==> src/rtl/cache_mem_arbiter_pkg.sv <==
// Shared types for the cache-to-L2 memory arbiter: default word/address types
// and the arbiter state encoding.
package cache_mem_arbiter_pkg;

    typedef logic [31:0] inst_addr_t;
    typedef logic [31:0] inst_t;

    typedef enum logic [1:0] {
        IDLE  = 2'd0,
        GNT_I = 2'd1,
        GNT_D = 2'd2
    } arb_state_e;

    // Beat counter must be able to hold the value BLOCK_SIZE itself.
    function automatic int count_width(input int block_size);
        return $clog2(block_size) + 1;
    endfunction

endpackage

==> src/rtl/cache_mem_arbiter_rr_arbiter2.sv <==
// Two-input picker between the ICache and DCache requesters: fixed data
// priority or round-robin on ties, remembering the most recent winner.
module cache_mem_arbiter_rr_arbiter2 #(
    parameter int DATA_FIRST = 0
) (
    input  logic i_clock,
    input  logic i_reset,
    input  logic i_req_i,
    input  logic i_req_d,
    input  logic i_update,
    output logic o_pick_d
);

    logic last_d;

    always_comb begin
        o_pick_d = i_req_d;
        if (i_req_i && i_req_d) begin
            o_pick_d = (DATA_FIRST != 0) ? 1'b1 : ~last_d;
        end
    end

    // Reset to "data went last" so the ICache wins the first tie.
    always_ff @(posedge i_clock or negedge i_reset) begin
        if (!i_reset) begin
            last_d <= 1'b1;
        end else if (i_update) begin
            last_d <= o_pick_d;
        end
    end

endmodule

==> src/rtl/cache_mem_arbiter.sv <==
// Shares the single L2 memory port between the ICache refill path and the
// DCache refill/write-back path, one block-sized grant at a time.
module cache_mem_arbiter
    import cache_mem_arbiter_pkg::*;
#(
    parameter int ADDR_WIDTH = $bits(inst_addr_t),
    parameter int DATA_WIDTH = $bits(inst_t),
    parameter int BLOCK_SIZE = 4,
    parameter int DATA_FIRST = 0
) (
    input  logic                  i_clock,
    input  logic                  i_reset,
    input  logic [ADDR_WIDTH-1:0] i_i_addr,
    input  logic                  i_i_re,
    output logic                  o_i_busy,
    output logic [DATA_WIDTH-1:0] o_i_rdata,
    input  logic [ADDR_WIDTH-1:0] i_d_addr,
    input  logic                  i_d_re,
    input  logic                  i_d_we,
    input  logic [DATA_WIDTH-1:0] i_d_wdata,
    output logic                  o_d_busy,
    output logic [DATA_WIDTH-1:0] o_d_rdata,
    output logic [ADDR_WIDTH-1:0] o_mem_addr,
    output logic                  o_mem_re,
    output logic                  o_mem_we,
    output logic [DATA_WIDTH-1:0] o_mem_wdata,
    input  logic                  i_mem_busy,
    input  logic [DATA_WIDTH-1:0] i_mem_rdata,
    output arb_state_e            o_state
);

    localparam int CW = count_width(BLOCK_SIZE);
    localparam logic [CW-1:0] LAST_BEAT = CW'(BLOCK_SIZE - 1);

    arb_state_e    state;
    arb_state_e    state_next;
    logic [CW-1:0] count;
    logic          req_i;
    logic          req_d;
    logic          pick_d;
    logic          arb_update;
    logic          beat;

    // Valid/ready contract on each cache port: a request (re/we) must be held
    // while busy is high; a beat transfers in any cycle where the port is
    // granted, its request is high and busy is low.
    assign req_i = i_i_re;
    assign req_d = i_d_re | i_d_we;

    assign arb_update = (state == IDLE) && (req_i || req_d);

    cache_mem_arbiter_rr_arbiter2 #(
        .DATA_FIRST (DATA_FIRST)
    ) u_pick (
        .i_clock  (i_clock),
        .i_reset  (i_reset),
        .i_req_i  (req_i),
        .i_req_d  (req_d),
        .i_update (arb_update),
        .o_pick_d (pick_d)
    );

    always_ff @(posedge i_clock or negedge i_reset) begin
        if (!i_reset) begin
            state <= IDLE;
        end else begin
            state <= state_next;
        end
    end

    always_comb begin
        state_next  = state;
        o_mem_addr  = '0;
        o_mem_re    = 1'b0;
        o_mem_we    = 1'b0;
        o_mem_wdata = '0;
        o_i_busy    = req_i;
        o_d_busy    = req_d;
        beat        = 1'b0;
        case (state)
            IDLE: begin
                if (req_i || req_d) begin
                    state_next = pick_d ? GNT_D : GNT_I;
                end
            end
            GNT_I: begin
                o_mem_addr = i_i_addr;
                o_mem_re   = req_i;
                o_i_busy   = i_mem_busy & req_i;
                beat       = req_i & ~i_mem_busy;
                if (!req_i || (beat && count == LAST_BEAT)) begin
                    state_next = IDLE;
                end
            end
            GNT_D: begin
                // A write wins over a simultaneous read request.
                o_mem_addr  = i_d_addr;
                o_mem_we    = i_d_we;
                o_mem_re    = i_d_re & ~i_d_we;
                o_mem_wdata = i_d_wdata;
                o_d_busy    = i_mem_busy & req_d;
                beat        = req_d & ~i_mem_busy;
                if (!req_d || (beat && count == LAST_BEAT)) begin
                    state_next = IDLE;
                end
            end
            default: begin
                state_next = IDLE;
            end
        endcase
    end

    always_ff @(posedge i_clock or negedge i_reset) begin
        if (!i_reset) begin
            count <= '0;
        end else if (state_next == IDLE) begin
            count <= '0;
        end else if (beat) begin
            count <= count + 1'b1;
        end
    end

    assign o_i_rdata = i_mem_rdata;
    assign o_d_rdata = i_mem_rdata;
    assign o_state   = state;

endmodule

==> config.mk <==
export PLATFORM = sky130hd
export DESIGN_NAME = cache_mem_arbiter
export DESIGN_NICKNAME = d
export VERILOG_FILES = /design/src/rtl/cache_mem_arbiter_pkg.sv /design/src/rtl/cache_mem_arbiter_rr_arbiter2.sv /design/src/rtl/cache_mem_arbiter.sv
export SDC_FILE = /design/constraint.sdc
export NUM_CORES = 1
export LEC_CHECK = 0
export ABC_CLOCK_PERIOD_IN_PS = 1350
export CAP_MARGIN = 5
export CORE_AREA = 2 2 103 105
export CTS_CLUSTER_DIAMETER = 150
export DETAILED_ROUTE_END_ITERATION = 8
export DIE_AREA = 0 0 105 107
export PLACE_DENSITY_LB_ADDON = 0.2
export SLEW_MARGIN = 20
export SYNTH_ARGS = -nofsm -noshare
export SYNTH_HDL_FRONTEND = slang
export SYNTH_HIERARCHICAL = 1
export SYNTH_SLANG_ARGS = --single-unit
==> constraint.sdc <==
create_clock -name i_clock -period 1.35 [get_ports i_clock]
set_input_delay 0.135 -clock i_clock [delete_from_list [all_inputs] [get_ports i_clock]]
set_output_delay 0.135 -clock i_clock [all_outputs]
set_load 0.02 [all_outputs]
Word-level counts from Yosys, hierarchy flattened

Index checks and enable logic that the tools add are counted.

$add $sub $neg: 1
Equality and inequality tests: 3
Bitwise gates (word level): 9
Multiplexer cells: 15
Reduce and logical (&&, ||, !) cells: 12

Operators with widths:

| kind                                                                   | count |
|---|---|
| 32-bit one-hot mux with 2 select lines                                 | 1 |
| 32-bit 2-to-1 mux                                                      | 1 |
| 2-bit 2-to-1 mux                                                       | 4 |
| 3-bit 2-to-1 mux                                                       | 2 |
| 2-bit one-hot mux with 3 select lines                                  | 1 |
| 1-bit AND                                                              | 5 |
| 1-bit logical AND                                                      | 4 |
| 2-bit logical NOT                                                      | 2 |
| 1-bit 2-to-1 mux                                                       | 4 |
| 1-bit one-hot mux with 2 select lines                                  | 2 |
| 3-bit by 1-bit adder with 3-bit output (second input constant)         | 1 |
| 3-bit by 2-bit equality test with 1-bit output (second input constant) | 1 |
| 1-bit logical OR                                                       | 3 |
| 1-bit NOT                                                              | 3 |
| 2-bit by 1-bit equality test with 1-bit output (second input constant) | 1 |
| 2-bit equality test (second input constant)                            | 1 |
| 1-bit logical NOT                                                      | 2 |
| 2-bit nonzero test                                                     | 1 |
| 1-bit OR                                                               | 1 |

Output and inout bits: 134
Bits in registers: 6
Input bits: 134

Depth between registers and ports, before layout

Gate-level depths: netlist (run 1).

Depth in word-level cells: 8
Gate-level depth with buffers: 6
Gate-level depth less buffers: 5

Hierarchy

The synthesis (run 1) kept the hierarchy.

Modules (own cells, without submodules):

| module                        | sequential area each (µm²) | cells an instance | instances | area an instance (µm²) |
|---|---|---|---|---|
| cache_mem_arbiter             | 125.1                      | 229               | 1         | 1690.4 |
| cache_mem_arbiter_rr_arbiter2 | 26.3                       | 3                 | 1         | 52.6 |

Worst setup path after synthesis (run 1)

Ideal clock, no wire load.

Path kind: register to output
Start point: register state[0] (netlist: o_state[0])
End point: output o_d_busy
Cell stages (with the launch flop): 7
Setup slack: -0.423 ns
Required time: 1.215 ns
Buffers on the path: 3
Arrival time: 1.638 ns
Cells stage by stage: dfrtp_1 > inv_1 > ha_1 > buf_2 > buf_2 > clkbuf_1 > a21oi_1

Word-level cells in the longest chain between the ends: 2

Ends and longest elaborated chain:

| what                   | RTL line                | text |
|---|---|---|
| from (decl)            | cache_mem_arbiter.sv:35 | `arb_state_e state;` |
| from (signal assigned) | cache_mem_arbiter.sv:67 | `state <= state_next;` |
| 2-bit equality test    | cache_mem_arbiter.sv:80 | `case (state)` |
| 1-bit 2-to-1 mux       | cache_mem_arbiter.sv:80 |  |
| to (decl)              | cache_mem_arbiter.sv:21 | `output logic o_d_busy,` |

No other way between the ends.

Worst setup path in the final report (run 1)

Start point: register state[1] (netlist: o_state[1])
End point: output o_mem_addr[16]

Word-level cells in the longest chain between the ends: 2

Ends and longest elaborated chain:

| what                                                                                         | RTL line                | text |
|---|---|---|
| 2-bit equality test / 2-bit by 1-bit equality test with 1-bit output (equally long branches) | cache_mem_arbiter.sv:80 |  |
| 32-bit one-hot mux with 2 select lines *                                                     | cache_mem_arbiter.sv:80 |  |
| to (decl)                                                                                    | cache_mem_arbiter.sv:23 | `output logic [ADDR_WIDTH-1:0] o_mem_addr,` |

Mark *: on every way between the ends. The rest lies on a longest branch, timed or not.

==> run metrics, run 1 <==
status complete, but fails checks; violations in the final reports setup timing; number of levels in the clock H-tree 1; Critical Path Sink Type output pin; Tot GR Track Use 12.6%; DR iter-0 viols 74; synth-to-layout area growth 130%; clock network latency to the later pin of the worst-skew pair 0.22 ns; register cell area after layout 154 sq um; number of remaining DRC errors 0; remaining antenna violation count 0; Synth Instances 232; number of filler cells placed in the layout 1048; overall die height 107 um; most common cell after layout, fill and taps aside clkdlybuf4s50_1; deepest clock path buffer count 2; Yosys top cell by area buf_4; total wire length after detailed routing 8.19 mm; worst-path maximum fanout 12; number of placement rows 37; number of distinct library cells after synthesis 37; RSZ-0062 raised after global routing true; Final Skew 0.000676 ns; cts bufs inserted 3; number of vias in the routed layout 2110; wire length of the first global-routing pass 11.3 mm; count of yosys warnings during synthesis 6; Setup WS post-layout -0.337 ns; number of antenna violations at the first check in global routing 0; fmax 0.593 GHz; prevailing post-synth register cell dfrtp_1; effective utilization at floorplan 17.3%; # diodes 0; Total Die Area 11200 sq um; data arrival at the endpoint of the critical path 1.55 ns; r2r worst-path depth 7; final critical path time including I/O delays and setup 1.69 ns; kind of critical path register to output pin; root buffer cell clkbuf_8; total nets after synthesis 372; end-of-flow core utilization 39.8%; DPL Wire Length 6.02 mm; async set-or-reset flop fraction in the synthesized netlist 100%; Setup violations, final 73; proportion of synthesized chip area in sequential cells 8.69%; total power draw 7.14 mW; Horiz. Die Dim 105 um; final number of hold-violating endpoints 0; placeable core region 10100 sq um; number of buffer cells added on primary ports 171; area of combinational cells with multiple inputs 1450 sq um; Routed WL per cell 16.5 um; number of flops mapped to enable cells by yosys 0; top library cells by usage in the layout, fill and taps aside clkdlybuf4s50_1, buf_6, and2_4, buf_4, a22oi_2; number of flip-flops and latches in the synthesized netlist 6; data required time of the worst path 1.22 ns; global placement routability congestion 0.812; ratio of routed vias to standard cells 4.25; CTS clock-pin slew for the worst setup and hold paths 0.04 ns; First-pass DRT Iterations 4; critical path startpoint category register; Total Nets Final 502; grt total ovfl 0; share of the synthesized area in the top cell type 28.0%; Worst VDD drop 772 uV; max-slew violation count 0; static power due to leakage 1.62 nW; tightest slew margin relative to the limit 77.4%; number of primary I/O pins 268; P per Cell Area 1780 nW/um^2; HP Class input pin to asynchronous set/reset pin; mean instance size in the synthesized netlist 7.51 sq um; Worst-Margin Slew 0.336 ns; leading post-synthesis cells by cell area buf_4, a22oi_1, and2_1; area of the mapped netlist 1740 sq um; final worst path period share 125%; via count of the first global-routing pass 2234; TritonCTS clock tree built; number of clock sinks seen by CTS 6; maximum number of pins on one net before global-route repair 24; quantity of hold-fixing buffers added after cts 0; fraction of layout cells with a size suffix above 1 60.9%; # Max-Cap Violations 0
[through the flow]
step                hold slack [ns]  setup TNS (ns)  setup WS (ns)  cells  area [sq um]
floorplan                    -0.161           -4.53         -0.105    232          2050
global placement              0.270          -31.60         -0.516    483          3550
detailed placement            0.270          -32.00         -0.544    483          3550
CTS                           0.185          -17.99         -0.323    490          3650
global route                  0.194          -22.58         -0.398    497          4020
finish                        0.168          -18.22         -0.337    497          4020
[where the power goes]
| group | switching, mW | internal, mW | leakage [nW] |
|---|---|---|---|
| Sequential | 0.0457 | 0.258 | 0.0750 |
| Clock | 0.0787 | 0.203 | 0.0228 |
| Combinational | 2.89 | 3.67 | 1.52 |
[cells in the mapped netlist, types with 2 or more instances]
cell type and instances:
o211ai_1 2, buf_4 65, a21boi_0 2, a31oi_1 2, nor2b_1 32, buf_2 4
o311ai_0 2, nand3_1 3, dfrtp_1 5, nand3b_1 2, clkbuf_1 10, ha_1 6
inv_1 7, a22oi_1 34, a21oi_1 2, and2_1 33
[worst max-delay path, stage by stage (launching register included)]
cell     delay (ns)
dfrtp_2        0.40
buf_6          0.12
ha_4           0.19
buf_12         0.16
a22oi_1        0.25
nor2b_4        0.07
buf_6          0.13
[area by class of cell]
| type | count | share of cell area [%] |
|---|---|---|
| multi-input combinational | 140 | 36.1 |
| timing repair buffer | 204 | 54.0 |
| tap | 136 | 4.24 |
| clock buffer | 4 | 1.12 |
| sequential | 6 | 3.83 |
| inverter | 7 | 0.717 |
[timing repair]
action                                  CTS  global route
buffers inserted                          2             3
resized for setup                       380            81
cloned                                    1             5
endpoints found under the setup margin   76            75
pin swaps                                 5             5
[state kept, by name, indices dropped and copies added (netlist names)]
| register | flops |
|---|---|
| count | 3 |
| o_state | 2 |
| u_pick/last_d | 1 |
[cell families (layout without fill, tap and decap cells)]
logic type,count (synthesis),count (layout),synth area share [%]
adder cells (fa/ha/maj),6,6,4.31
buffers and inverters,86,215,32.8
multiplexers,1,1,0.861
flip-flops,6,6,8.69
AO/OA/AOI/OAI,53,53,24.1
AND/OR/NAND/NOR,80,80,29.2
[metal layers]
layer	part of all wire, %	up-vias	track usage [%]
li1	-	992	-
met1	34	958	12.5
met2	53	123	24.3
met3	9.6	37	3.59
met4	3.3	0	5.33
met5	0	-	0
[worst paths after layout]
| path | slack (ns) | from | endpoint |
|---|---|---|---|
| worst max-delay path | -0.34 | o_state[1] | o_mem_addr[16] |
| worst min-delay path | 0.17 | i_reset | o_state[1] |
| worst max register to register | -0.30 | o_state[1] | count[2] |
| worst min register to register | 0.60 | count[1] | count[1] |
| max in group asynchronous | 0.91 | i_reset | u_pick/last_d |
| min in group i_clock | 0.27 | i_mem_rdata[31] | o_d_rdata[31] |
Power figures use the tool's default switching activity.
==> run 2, diff against run 1 <==
--- a/config.mk
+++ b/config.mk
@@ -11,6 +11,7 @@
 export CTS_CLUSTER_DIAMETER = 150
 export DETAILED_ROUTE_END_ITERATION = 8
 export DIE_AREA = 0 0 105 107
+export MAX_ROUTING_LAYER = met4
 export PLACE_DENSITY_LB_ADDON = 0.2
 export SLEW_MARGIN = 20
 export SYNTH_ARGS = -nofsm -noshare
==> run 2 against run 1 <==
Compared with the run above:
- the flow still finishes with violations (setup timing)
- worst hold slack gained 0.00089 ns
- non-clock buffer count is the same
- critical path depth is the same
- combinational power is essentially flat
- sequential cell count is the same
- register-to-register slack is essentially flat
- sequential power is essentially flat
- clock skew is essentially flat
- maximum frequency grew 0.15%
- power is essentially flat
- largest cell class unchanged
==> run metrics, run 2 (synthesis gave the netlist of run 1 again) <==
placeable core region 10100 sq um (unchanged); fraction of layout cells with a size suffix above 1 60.9% (unchanged); CTS clock-pin slew for the worst setup and hold paths 0.04 ns (about the same); P per Cell Area 1780 nW/um^2 (about the same); number of clock sinks seen by CTS 6 (unchanged); Critical Path Stages 6 (unchanged); end-of-flow core utilization 39.8% (+0.050 points); Critical Path Sink Type output pin; Horiz. Die Dim 105 um (unchanged); DR iter-0 viols 62 (-16%); sw frac 42.0% (-0.15 points); Routed WL per cell 16.4 um (-0.32%); reg-to-reg critical path endpoint count[2]; number of vias in the routed layout 2115 (+0.24%); via count of the first global-routing pass 2230 (-0.18%); # Max-Cap Violations 0 (unchanged); Non-Filler Cell Area, Final 4020 sq um (+0.12%); Setup violations, final 73 (unchanged); static power due to leakage 1.63 nW (+0.18%); remaining antenna violation count 0 (unchanged); end point of the critical path o_mem_addr[16]; tightest slew margin relative to the limit 77.6% (+0.13 points); part of the total power dissipated in sequential elements 4.3% (about the same); Final Skew 0.000616 ns (-0.0000600 ns); largest reg by FF count count; overall die height 107 um (unchanged); data arrival at the endpoint of the critical path 1.55 ns (about the same); wire length of the first global-routing pass 11.4 mm (about the same); final critical path time including I/O delays and setup 1.68 ns (-0.00247 ns); number of buffer cells added on primary ports 171 (unchanged); violations in the final reports setup timing; Tot GR Track Use 12.9% (+0.36 points); proportion of power drawn by the clock network 3.9% (about the same); # diodes 0 (unchanged); beginning of the critical path o_state[1]; final worst path period share 125% (-0.18 points); effective utilization at floorplan 17.3% (unchanged); P_sw 3.00 mW (-0.30%); number of buffer and inverter instances along the worst setup path 3 (unchanged); crit-path leading delay family buffers and inverters; TritonCTS clock tree built; register-to-register setup slack -0.30 ns (about the same); maximum cell stage delay along the critical path 0.40 ns (about the same); data required time of the worst path 1.22 ns (about the same); deepest clock path buffer count 2 (unchanged); Top cell by count, worst path buf_6; synth-to-layout area growth 131%; max-slew violation count 0 (unchanged); critical path startpoint category register; most common cell after layout, fill and taps aside clkdlybuf4s50_1; DP Area 3550 sq um (unchanged); number of remaining DRC errors 0 (unchanged); Setup WS post-layout -0.335 ns (+0.00247 ns); grt total ovfl 0 (unchanged); r2r worst-path depth 7 (unchanged); cts bufs inserted 3 (unchanged); worst slack, placed -0.544 ns (unchanged); HP Class input pin to asynchronous set/reset pin; status complete, but fails checks; fmax 0.594 GHz (+0.15%); final number of hold-violating endpoints 0 (unchanged); global placement routability congestion 0.824 (+1.5%); DPL Wire Length 6.02 mm (unchanged); number of antenna violations at the first check in global routing 0 (unchanged); Worst VDD drop 766 uV (-0.79%); number of levels in the clock H-tree 1 (unchanged); number of placement rows 37 (unchanged); ratio of routed vias to standard cells 4.26 (+0.24%); total wire length after detailed routing 8.17 mm (-0.32%); Worst-Margin Slew 0.334 ns (-0.00191 ns); root buffer cell clkbuf_8; clock network latency to the later pin of the worst-skew pair 0.22 ns (about the same); CP max stage cell dfrtp_2; Total Die Area 11200 sq um (unchanged); worst-path maximum fanout 12 (unchanged); RSZ-0062 raised after global routing true; cells traversed along the worst timing path buf_6, ha_4, buf_12, a22oi_1, nor2b_4, buf_6; max FFs per register 3 (unchanged); First-pass DRT Iterations 4 (unchanged); kind of critical path register to output pin; Pint 4.14 mW (+0.30%); maximum number of pins on one net before global-route repair 24 (unchanged); number of primary I/O pins 268 (unchanged); top library cells by usage in the layout, fill and taps aside clkdlybuf4s50_1, buf_6, and2_4, buf_4, a22oi_2; combinational share of power 91.8% (about the same); launching point of the worst reg2reg path o_state[0]; Total Nets Final 502 (unchanged)
[run 2: cell count changes in the layout (fill, tap and decap cells not counted)]
cell and delta:
nor2b_2 -1, nor2b_4 +1
[run 2: through the flow]
step	power [mW]	TNS, ns	std cells	hold WS (ns)
6_report	7.15	-17.98	497	0.169
2_1_floorplan	3.70	-4.53	232	-0.161
3_5_place_dp	5.62	-32.00	483	0.270
5_1_grt	7.59	-22.54	497	0.194
4_1_cts	6.15	-17.99	490	0.185
3_3_place_gp	5.61	-31.60	483	0.270
[run 2: worst min path at each step]
stage / from / endpoint / slack, ns / depth (start not counted)
after floorplan: i_reset / count[0] / -0.16 / 0
after global placement: i_mem_rdata[16] / o_i_rdata[16] / 0.27 / 0
after detailed placement: i_mem_rdata[16] / o_i_rdata[16] / 0.27 / 0
after CTS: i_reset / o_state[0] / 0.19 / 1
after global routing: i_reset / o_state[1] / 0.19 / 1
final: i_reset / count[1] / 0.17 / 1
[run 2: layout make-up]
cell class,instances,area (sq um)
Sequential cell,6,154
Multi-Input combinational cell,140,1450
Timing Repair Buffer,204,2170
Clock buffer,4,45.0
Inverter,7,28.8
Fill cell,1048,6070
Tap cell,136,170
[run 2: power by group through the flow]
stage / Clock, mW / Sequential [mW] / Combinational (mW)
5_1_grt: 0.308 / 0.311 / 6.97
3_3_place_gp: 0 / 0.301 / 5.31
6_report: 0.280 / 0.304 / 6.56
4_1_cts: 0.291 / 0.306 / 5.55
3_5_place_dp: 0 / 0.305 / 5.32
2_1_floorplan: 0 / 0.355 / 3.34
[run 2: repair_timing]
action	4_1_cts	5_1_grt
hold buffers	0	0
resized for setup	380	82
endpoints found under the hold margin	0	0
buffers inserted	2	3
setup endpoints to repair	76	75
pin swaps	5	5
cloned	1	5
[run 2: routing by layer]
layer | up-vias | routed length, um | GRT usage (%)
met2 | 121 | 4290 | 24.3
met5 | - | 0 | -
met4 | 0 | 268 | 5.33
met1 | 961 | 2860 | 12.6
met3 | 39 | 750 | 3.53
li1 | 994 | - | -
